File: src/rtl/i2c_target_ctrl.sv
`timescale 1ns/1ps
// i2c_target_ctrl: I2C target (slave) controller with a tx word handshake and
// an rx FIFO. It supports 7-bit and 10-bit (11110xx header) addressing.
// Optional build macro: I2C_TARGET_GLITCH_FILTER_EN adds a 3-sample majority
// filter on SCL and SDA after the synchronisers.
module i2c_target_ctrl #(
    parameter int                    ADDR_WIDTH    = 7,
    parameter int                    DATA_WIDTH    = 8,
    parameter logic [ADDR_WIDTH-1:0] SLAVE_ADDRESS = 'h22,
    parameter int                    RX_DEPTH      = 4
) (
    input  logic                  clk,
    input  logic                  rst_n,
    input  logic                  scl_i,
    input  logic                  sda_i,
    output logic                  sda_oe,
    input  logic [DATA_WIDTH-1:0] tx_data,
    input  logic                  tx_valid,
    output logic                  tx_ready,
    output logic [DATA_WIDTH-1:0] rx_data,
    output logic                  rx_valid,
    input  logic                  rx_ready,
    output logic [4:0]            status
);
    localparam int SW = (DATA_WIDTH > 8) ? DATA_WIDTH : 8;
    localparam int CW = $clog2(SW + 1);
    localparam int PW = $clog2(RX_DEPTH);
    localparam logic [CW-1:0] ADDR_BITS = CW'(8);
    localparam logic [CW-1:0] DATA_BITS = CW'(DATA_WIDTH);
    localparam logic [PW:0]   CNT_FULL  = (PW + 1)'(RX_DEPTH);
    localparam logic [9:0]    ADDR10    = 10'(SLAVE_ADDRESS);
    localparam logic [6:0]    ADDR7     = 7'(SLAVE_ADDRESS);

    typedef enum logic [3:0] {
        IDLE, ADDR, ADDR2, ADDR_ACK, WR_DATA, WR_ACK, RD_DATA, RD_ACK, IGNORE
    } state_t;

    state_t                state;
    logic                  scl_s1, scl_s2, sda_s1, sda_s2;
    logic                  scl_f, sda_f, scl_q, sda_q;
    logic [CW-1:0]         cnt;
    logic [SW-1:0]         sh;
    logic [DATA_WIDTH-1:0] txsh;
    logic                  need2, mack, busy, rd_op, addr_hit, tx_underflow, rx_overflow;
    logic [DATA_WIDTH-1:0] mem [RX_DEPTH];
    logic [PW-1:0]         wr_ptr, rd_ptr;
    logic [PW:0]           count;

    // Two-flop synchronisers; reset to 1 so an idle bus shows no edges
    always_ff @(posedge clk or negedge rst_n) begin
        if (!rst_n) begin
            scl_s1 <= 1'b1;
            scl_s2 <= 1'b1;
            sda_s1 <= 1'b1;
            sda_s2 <= 1'b1;
        end else begin
            scl_s1 <= scl_i;
            scl_s2 <= scl_s1;
            sda_s1 <= sda_i;
            sda_s2 <= sda_s1;
        end
    end

`ifdef I2C_TARGET_GLITCH_FILTER_EN
    logic [2:0] scl_hist, sda_hist;
    // Majority of the last three synchronised samples; a 1-clk pulse never wins
    always_ff @(posedge clk or negedge rst_n) begin
        if (!rst_n) begin
            scl_hist <= 3'b111;
            sda_hist <= 3'b111;
            scl_f    <= 1'b1;
            sda_f    <= 1'b1;
        end else begin
            scl_hist <= {scl_hist[1:0], scl_s2};
            sda_hist <= {sda_hist[1:0], sda_s2};
            scl_f    <= (scl_hist[0] & scl_hist[1]) | (scl_hist[0] & scl_hist[2]) | (scl_hist[1] & scl_hist[2]);
            sda_f    <= (sda_hist[0] & sda_hist[1]) | (sda_hist[0] & sda_hist[2]) | (sda_hist[1] & sda_hist[2]);
        end
    end
`else
    assign scl_f = scl_s2;
    assign sda_f = sda_s2;
`endif

    // Previous-cycle line values for edge detection
    always_ff @(posedge clk or negedge rst_n) begin
        if (!rst_n) begin
            scl_q <= 1'b1;
            sda_q <= 1'b1;
        end else begin
            scl_q <= scl_f;
            sda_q <= sda_f;
        end
    end

    logic scl_rise, scl_fall, start_c, stop_c, first_hit, second_hit;
    logic full, pop, push_req, push_ok;
    logic [CW-1:0] lim;
    assign scl_rise   = scl_f & ~scl_q;
    assign scl_fall   = ~scl_f & scl_q;
    assign start_c    = scl_f & scl_q & sda_q & ~sda_f;
    assign stop_c     = scl_f & scl_q & ~sda_q & sda_f;
    assign first_hit  = (ADDR_WIDTH == 10) ? (sh[7:1] == {5'b11110, ADDR10[9:8]}) : (sh[7:1] == ADDR7);
    assign second_hit = (sh[7:0] == ADDR10[7:0]);
    assign lim        = (state == WR_DATA) ? DATA_BITS : ADDR_BITS;
    assign full       = (count == CNT_FULL);
    assign rx_valid   = (count != '0);
    assign rx_data    = rx_valid ? mem[rd_ptr] : '0;
    assign pop        = rx_valid & rx_ready;
    assign push_req   = ~start_c & ~stop_c & scl_fall & (state == WR_DATA) & (cnt == DATA_BITS);
    // A push into a full FIFO still lands when the head pops in the same cycle
    assign push_ok    = push_req & (~full | pop);
    assign status     = {busy, rd_op, addr_hit, tx_underflow, rx_overflow};

    // Bus protocol FSM: bits sampled on SCL rise, SDA driven only after SCL fall
    always_ff @(posedge clk or negedge rst_n) begin
        if (!rst_n) begin
            state        <= IDLE;
            cnt          <= '0;
            sh           <= '0;
            txsh         <= '0;
            sda_oe       <= 1'b0;
            tx_ready     <= 1'b0;
            need2        <= 1'b0;
            mack         <= 1'b1;
            busy         <= 1'b0;
            rd_op        <= 1'b0;
            addr_hit     <= 1'b0;
            tx_underflow <= 1'b0;
            rx_overflow  <= 1'b0;
        end else begin
            tx_ready <= 1'b0;
            if (stop_c) begin
                state    <= IDLE;
                sda_oe   <= 1'b0;
                busy     <= 1'b0;
                addr_hit <= 1'b0;
            end else if (start_c) begin
                state        <= ADDR;
                cnt          <= '0;
                sda_oe       <= 1'b0;
                need2        <= 1'b0;
                busy         <= 1'b1;
                tx_underflow <= 1'b0;
                rx_overflow  <= 1'b0;
            end else begin
                // Word taken in the tx_ready cycle, MSB driven while SCL is still low
                if (tx_ready) begin
                    txsh   <= tx_valid ? tx_data : '1;
                    sda_oe <= tx_valid ? ~tx_data[DATA_WIDTH-1] : 1'b0;
                    if (!tx_valid) tx_underflow <= 1'b1;
                end
                if (scl_rise) begin
                    case (state)
                        ADDR, ADDR2, WR_DATA: if (cnt < lim) begin
                            sh  <= {sh[SW-2:0], sda_f};
                            cnt <= cnt + 1'b1;
                        end
                        RD_DATA: cnt  <= cnt + 1'b1;
                        RD_ACK:  mack <= sda_f;
                        default: ;
                    endcase
                end
                if (scl_fall) begin
                    case (state)
                        ADDR: if (cnt == ADDR_BITS) begin
                            cnt <= '0;
                            if (first_hit) begin
                                state    <= ADDR_ACK;
                                sda_oe   <= 1'b1;
                                rd_op    <= sh[0];
                                need2    <= (ADDR_WIDTH == 10);
                                addr_hit <= addr_hit | (ADDR_WIDTH != 10);
                            end else begin
                                state <= IGNORE;
                            end
                        end
                        ADDR2: if (cnt == ADDR_BITS) begin
                            cnt <= '0;
                            if (second_hit) begin
                                state    <= ADDR_ACK;
                                sda_oe   <= 1'b1;
                                need2    <= 1'b0;
                                addr_hit <= 1'b1;
                            end else begin
                                state <= IGNORE;
                            end
                        end
                        ADDR_ACK: begin
                            cnt <= '0;
                            if (need2) begin
                                state  <= ADDR2;
                                sda_oe <= 1'b0;
                            end else if (rd_op) begin
                                state    <= RD_DATA;
                                tx_ready <= 1'b1;
                            end else begin
                                state  <= WR_DATA;
                                sda_oe <= 1'b0;
                            end
                        end
                        WR_DATA: if (cnt == DATA_BITS) begin
                            state  <= WR_ACK;
                            sda_oe <= push_ok;
                            if (!push_ok) rx_overflow <= 1'b1;
                        end
                        WR_ACK: begin
                            state  <= WR_DATA;
                            sda_oe <= 1'b0;
                            cnt    <= '0;
                        end
                        RD_DATA: if (cnt == DATA_BITS) begin
                            state  <= RD_ACK;
                            sda_oe <= 1'b0;
                            cnt    <= '0;
                        end else if (cnt != '0) begin
                            sda_oe <= ~txsh[DATA_WIDTH-2];
                            txsh   <= txsh << 1;
                        end
                        RD_ACK: if (!mack) begin
                            state    <= RD_DATA;
                            tx_ready <= 1'b1;
                            cnt      <= '0;
                        end else begin
                            state <= IGNORE;
                        end
                        default: ;
                    endcase
                end
            end
        end
    end

    // Receive FIFO pointers and occupancy
    always_ff @(posedge clk or negedge rst_n) begin
        if (!rst_n) begin
            wr_ptr <= '0;
            rd_ptr <= '0;
            count  <= '0;
        end else begin
            if (push_ok) wr_ptr <= wr_ptr + 1'b1;
            if (pop)     rd_ptr <= rd_ptr + 1'b1;
            count <= count + {{PW{1'b0}}, push_ok} - {{PW{1'b0}}, pop};
        end
    end

    // Receive FIFO storage
    always_ff @(posedge clk) begin
        if (push_ok) mem[wr_ptr] <= sh[DATA_WIDTH-1:0];
    end
endmodule

File: config.mk
export PLATFORM = sky130hd
export DESIGN_NAME = i2c_target_ctrl
export DESIGN_NICKNAME = d
export VERILOG_FILES = /design/src/rtl/i2c_target_ctrl.sv
export SDC_FILE = /design/constraint.sdc
export NUM_CORES = 1
export LEC_CHECK = 0
export BUFFER_PORTS_ARGS = -buffer_cell sky130_fd_sc_hd__buf_2
export CORE_ASPECT_RATIO = 0.75
export CORE_MARGIN = 5
export CORE_UTILIZATION = 50
export DETAILED_ROUTE_END_ITERATION = 8
export GPL_ROUTABILITY_DRIVEN = 1
export PLACE_DENSITY = 0.76
export SYNTH_ARGS = -nofsm -noshare
export SYNTH_HDL_FRONTEND = slang
export SYNTH_SLANG_ARGS = --single-unit
File: constraint.sdc
create_clock -name clk -period 2.9 [get_ports clk]
set_input_delay 0.145 -clock clk [delete_from_list [all_inputs] [get_ports clk]]
set_output_delay 0.145 -clock clk [all_outputs]
set_load 0.01 [all_outputs]
## Word-level counts from Yosys, hierarchy flattened

Memories as Yosys holds them, arrays and structs flattened.
Index checks and enable logic that the tools add are counted.

| cells by class | value |
|---|---|
| equality and inequality tests | 26 |
| bitwise operators | 23 |
| reduce and logical (&&, ||, !) cells | 24 |
| add/sub/neg operators | 5 |
| muxes and demuxes | 77 |
| $lt $le $gt $ge | 1 |

Operators with widths:

| cell | number |
|---|---|
| $mux W4 | 16 |
| $mux W8 | 7 |
| $mux W1 | 45 |
| $pmux W4 S7 | 1 |
| $ne A3 B3 Y1 const B | 8 |
| $eq A4 B3 Y1 const B | 4 |
| $reduce_and A7 Y1 | 2 |
| $and A1 B1 Y1 | 13 |
| $ne A4 B4 Y1 const B | 3 |
| $pmux W4 S3 | 1 |
| $reduce_and A6 Y1 | 2 |
| $reduce_bool A2 Y1 | 6 |
| $reduce_bool A3 Y1 | 4 |
| $reduce_and A5 Y1 | 2 |
| $not A1 Y1 | 9 |
| $reduce_bool A9 Y1 | 1 |
| $eq A4 B2 Y1 const B | 2 |
| $eq A8 B6 Y1 const B | 1 |
| $pmux W4 S2 | 1 |
| $eq A7 B6 Y1 const B | 1 |
| $pmux W1 S2 | 3 |
| $pmux W1 S6 | 1 |
| $reduce_or A3 Y1 | 2 |
| $add A2 B1 Y2 const B | 2 |
| other kinds (18) | 19 |

| word-level totals | value |
|---|---|
| word-level logic and storage cells | 179 |
| RAM bits | 32 |
| memories | 1 |
| output and inout port bits | 16 |
| flip-flop bits (word level) | 46 |
| bits of input ports | 14 |

Memory list:

| name | words | width | rd ports | clocked after Yosys merged registers in | write ports | RTL line | source |
|---|---|---|---|---|---|---|---|
| mem | 4 | 8 | 1 | 0 | 1 | 45 | `logic [DATA_WIDTH-1:0] mem [RX_DEPTH];` |

## Longest topological paths before layout

| depth | value |
|---|---|
| depth in word-level cells | 14 |
| depth in mapped cells | 12 |
| depth with buffers taken out | 12 |

## Least setup slack after synthesis

OpenSTA, ideal clock, no wires.

| path | value |
|---|---|
| path type | reg-to-reg |
| start | reg cnt[0] |
| end | reg count[2] |
| period minus slack after synthesis | 2.719 ns |
| slack | 0.181 ns |
| path buffers | 0 |
| arrival | 2.596 ns |
| cell stages (with the launch flop) | 13 |
| library setup time | 0.123 ns |
| data required time | 2.777 ns |
| cells stage by stage | dfrtp_1 -> inv_1 -> ha_1 -> nand3b_1 -> or4_4 -> nor2_4 -> inv_1 -> ha_1 -> inv_1 -> ha_1 -> fa_1 -> xnor2_1 -> xnor2_1 |

| between the ends | value |
|---|---|
| cells in the longest elaborated chain, start to end | 5 |

Ends and longest elaborated chain:

| element | RTL line | source |
|---|---|---|
| start, declared | 41 | `logic [CW-1:0] cnt;` |
| start signal, assigned | 157 | `cnt <= cnt + 1'b1;` |
| start signal, assigned | 159 | `RD_DATA: cnt <= cnt + 1'b1;` |
| $eq A4 B4 Y1 | 110 | `assign push_req = ~start_c & ~stop_c & scl_fall & (state == WR_DATA) & (cnt == DATA_BITS);` |
| $and A1 B1 Y1 | 110 |  |
| $and A1 B1 Y1 | 112 | `assign push_ok = push_req & (~full \| pop);` |
| $add A3 B1 Y3 | 243 | `count <= count + {{PW{1'b0}}, push_ok} - {{PW{1'b0}}, pop};` |
| $sub A3 B1 Y3 | 243 |  |
| end signal, assigned | 243 |  |
| end, declared | 47 | `logic [PW:0] count;` |

Every way passes these cells.
A chain may end at the register's enable or synchronous reset.

## Final worst setup path

| path | value |
|---|---|
| start | reg scl_q |
| end | reg count[2] |

| between the ends | value |
|---|---|
| cells in the longest elaborated chain, start to end | 11 |

Ends and longest elaborated chain:

| element | RTL line | source |
|---|---|---|
| start, declared | 40 | `logic scl_f, sda_f, scl_q, sda_q;` |
| start signal, assigned | 91 | `scl_q <= scl_f;` |
| $and A1 B1 Y1 | 101, 102 |  |
| $and A1 B1 Y1 (on tied branches) (2 in a row) | 101, 102 |  |
| $not A1 Y1 (no source line) | - |  |
| $and A1 B1 Y1 | 110 |  |
| $and A1 B1 Y1 (*) (3 in a row) | 110 |  |
| $and A1 B1 Y1 (*) | 112 |  |
| $add A3 B1 Y3 (*) | 243 |  |
| $sub A3 B1 Y3 (*) | 243 |  |

Every way passes the cells marked *; elsewhere a longest branch is shown, timed or not.

==> impl_metrics.py <==
metrics = {
    "synthesis": {
        "syn_nets": 328,
        "seq_area_frac_synth_pct": 55.9,
        "ys_warn_count": 0,
        "synth.distinct_cells": 67,
        "synthArstFlopShare_pct": 57.9,
        "ys.flop_type": "dfrtp_1",
        "synth_edf_count": 32,
        "yosys.area.top_type": "edfxtp_1",
        "synth_top_cell_area_share_pct": 26.0,
        "netlist_area_um2": 3700,
        "avgSynthCellArea_um2": 12.2,
        "synth.area.top_cells": "edfxtp_1 (26%), dfrtp_1 (25%), dfstp_2 (5.0%)",
        "synthCells": 304,
        "ys_ff_latch": 76,
    },
    "power_and_ir_drop": {
        "p_sw_w": 0.000883,
        "intPower_w": 0.00198,
        "p_leak_nw": 1.61,
        "combPwrFrac_pct": 23.6,
        "p_sw_share_pct": 30.8,
        "power_frac_seq_pct": 52.0,
        "irDropWorstVdd_mv": 0.327,
        "power.density_nw_per_um2": 691,
        "p_clk_share_pct": 24.4,
        "finalPower_w": 0.00286,
    },
    "cts": {
        "root_buffer": "clkbuf_8",
        "htreeDepth": 3,
        "cts_buffers": 9,
        "clock_sinks": 76,
        "clkTransAtPathRegs_ns": 0.08,
        "insertion_delay_ns": 0.35,
        "cts_tree": "built",
        "cts_buffer_depth": 2,
    },
    "timing": {
        "relSlewSlack_pct": 37.0,
        "clock_skew_ns": 0.0135,
        "slew_violations": 0,
        "fin_crit_ns": 2.80,
        "tightest_slew_ns": 0.945,
        "final.setup.worst_slack_ns": 0.0991,
        "setup_viol": 0,
        "fmax_mhz": 357,
        "setup_tns_ns": 0,
        "rsz0062_at_grt": "false",
        "period_share_pct": 96.6,
        "finalHoldViolations": 0,
    },
    "setup_path": {
        "crit_fanout": 6,
        "crit_arrival_ns": 3.04,
        "crit_family": "simple AND/OR/NAND/NOR gates",
        "slowest_delay_ns": 0.57,
        "cp-end-kind": "flip-flop",
        "crit_path_start_kind": "flip-flop",
        "cp_cell_sequence": "or2b_1 -> or4_4 -> nor2_4 -> inv_1 -> ha_1 -> inv_1 -> ha_1 -> fa_2 -> xnor2_2 -> xnor2_1",
        "crit_buf_inv": 2,
        "crit_slowest_cell": "dfstp_2",
        "worstSetupPathType": "reg -> reg",
        "required_ns": 3.14,
    },
    "layout": {
        "nFillCells": 583,
        "drive_above_1_share_pct": 26.8,
        "syn_to_final_growth_pct": 12.0,
        "antenna_cells": 0,
        "final_util_pct": 57.1,
        "fin_area_um2": 4150,
        "nNetsFinal": 362,
    },
    "outcome": {
        "outcome": "finished clean",
    },
    "global_routing": {
        "globalRoute.totalOverflow": 0,
        "grt_pass1_vias": 2381,
        "antenna_found_initial": 0,
        "grt_max_degree": 45,
        "track_usage_pct": 17.0,
        "grt_pass1_wl_um": 12200,
    },
    "job": {
        "drv_cap": 0,
    },
    "die": {
        "io_pins": 30,
        "dieArea_um2": 9240,
        "die_x_um": 109,
        "rows": 27,
        "core_region_area_um2": 7260,
        "dieHeight_um": 84.5,
        "initial_core_util_pct": 51.0,
    },
    "worst_hold_path": {
        "hold_class": "in -> reg",
    },
    "route": {
        "drt_iter0_markers": 300,
        "drc": 0,
        "via_count": 2496,
        "avgRoutedWirePerCell_um": 16.5,
        "drt_pass1_iterations": 5,
        "antenna_left": 0,
        "routed_wl_um": 7350,
        "viasPerCell": 5.62,
    },
    "placement": {
        "placed_area_um2": 3920,
        "dp_slack_ns": 0.0311,
        "post-dp-hpwl_um": 5320,
        "place_congestion": 0.976,
        "io_buffers": 29,
    },
}
## cell usage after synthesis (all sizes together), types with 6 or more instances
master / count
dfrtp: 37
and2: 15
mux4: 8
nor2: 11
nand3: 8
clkbuf: 6
nand3b: 7
buf: 11
nor3: 7
inv: 15
o21ai: 25
ha: 9
nand2: 26
edfxtp: 32
dfstp: 7
mux2: 10
a21oi: 9
## power groups by stage
stage,sequential (W),clock [W],combinational [W]
finish,0.00149,0.000699,0.000675
global route,0.00152,0.000762,0.000745
CTS,0.00149,0.000710,0.000655
detailed placement,0.00152,0,0.000649
global placement,0.00150,0,0.000636
floorplan,0.00140,0,0.000536
## cell families (layout without fill, tap and decap cells)
| logic type | count (synthesis) | in the layout | share of synthesized area, % |
|---|---|---|---|
| DFF | 76 | 76 | 56.0 |
| muxes | 19 | 19 | 8.28 |
| and+or+nand+nor | 104 | 104 | 16.5 |
| AOI/OAI and AO/OA | 56 | 56 | 9.84 |
| xor gates and xnor gates | 6 | 6 | 1.42 |
| buffers and inverters | 32 | 71 | 4.12 |
| adders and majority gates | 11 | 11 | 3.85 |
## cell type report
type | instances | area (µm²) | area share (%)
inverters | 15 | 56.3 | 1.36
clock buffers | 12 | 135 | 3.26
multi-input cells | 196 | 1490 | 35.9
flip-flops and latches | 76 | 2070 | 50.0
repair buffers | 40 | 235 | 5.67
well taps | 101 | 126 | 3.05
clock inverters | 4 | 33.8 | 0.815
## state kept, by name, summed over array words and instances (netlist names), 2 cells and up
register,cells
cnt,4
count,3
mem,32
rd_ptr,2
sh,8
state,4
txsh,7
wr_ptr,2
## cell usage in the layout, fill, tap and decap left out, types with 3 or more instances in the layout
| cell | netlist | layout |
|---|---|---|
| dfrtp_1 | 37 | 37 |
| edfxtp_1 | 32 | 32 |
| buf_2 | 5 | 29 |
| nand2_1 | 25 | 25 |
| o21ai_0 | 24 | 24 |
| inv_1 | 15 | 15 |
| and2_1 | 14 | 14 |
| nor2_1 | 9 | 9 |
| a21oi_1 | 9 | 9 |
| mux2_2 | 9 | 9 |
| ha_1 | 9 | 9 |
| clkbuf_8 | 0 | 9 |
| mux4_2 | 8 | 8 |
| nand3_1 | 8 | 8 |
| buf_4 | 5 | 8 |
| nand3b_1 | 7 | 7 |
| nor3_1 | 7 | 7 |
| dfstp_2 | 7 | 7 |
| or3_1 | 3 | 3 |
| nand2b_1 | 3 | 3 |
| xnor2_1 | 4 | 3 |
| nor2b_1 | 3 | 3 |
| clkbuf_1 | 6 | 3 |
| dlygate4sd3_1 | 0 | 3 |
## worst paths after layout
path	startpoint	end	slack (ns)	cells after the start
max	scl_q$_DFF_PN1_	count[2]$_DFF_PN0_	0.1	10
min	tx_data[0]	txsh[0]$_DFFE_PN0N_	0.04	3
max reg2reg	scl_q$_DFF_PN1_	count[2]$_DFF_PN0_	0.1	10
min reg2reg	sda_s1$_DFF_PN1_	sda_f$_DFF_PN1_	0.36	0
max in group asynchronous	rst_n	sh[1]$_DFFE_PN0P_	1.82	2
min in group asynchronous	rst_n	txsh[3]$_DFFE_PN0N_	0.48	2
## worst min-delay path, cell delays in order
cell	delay, ns
buf_2	0.10
inv_1	0.04
a311oi_1	0.07
## what timing repair did
action	in CTS	in global routing
resized for setup	0	2
setup endpoints to repair	0	1
hold buffers	3	0
hold endpoints to repair	39	0
buffers inserted	0	2
## per-layer routing
layer	share of wire, %	up-vias	wire, µm	global-route usage (%)
met4	0.93	0	68	4.08
met5	0	-	0	0
met3	8.2	6	601	4.46
met2	44	96	3220	24.3
met1	47	1222	3460	25.7
li1	-	1172	-	-
## per-stage QoR
stage / cells / hold slack, ns
6_report: 444 / 0.0355
5_1_grt: 444 / 0.0505
4_1_cts: 442 / 0.0359
3_5_place_dp: 423 / 0.253
3_3_place_gp: 423 / 0.254
2_1_floorplan: 304 / -0.151
(Power assumes the default switching activity.)
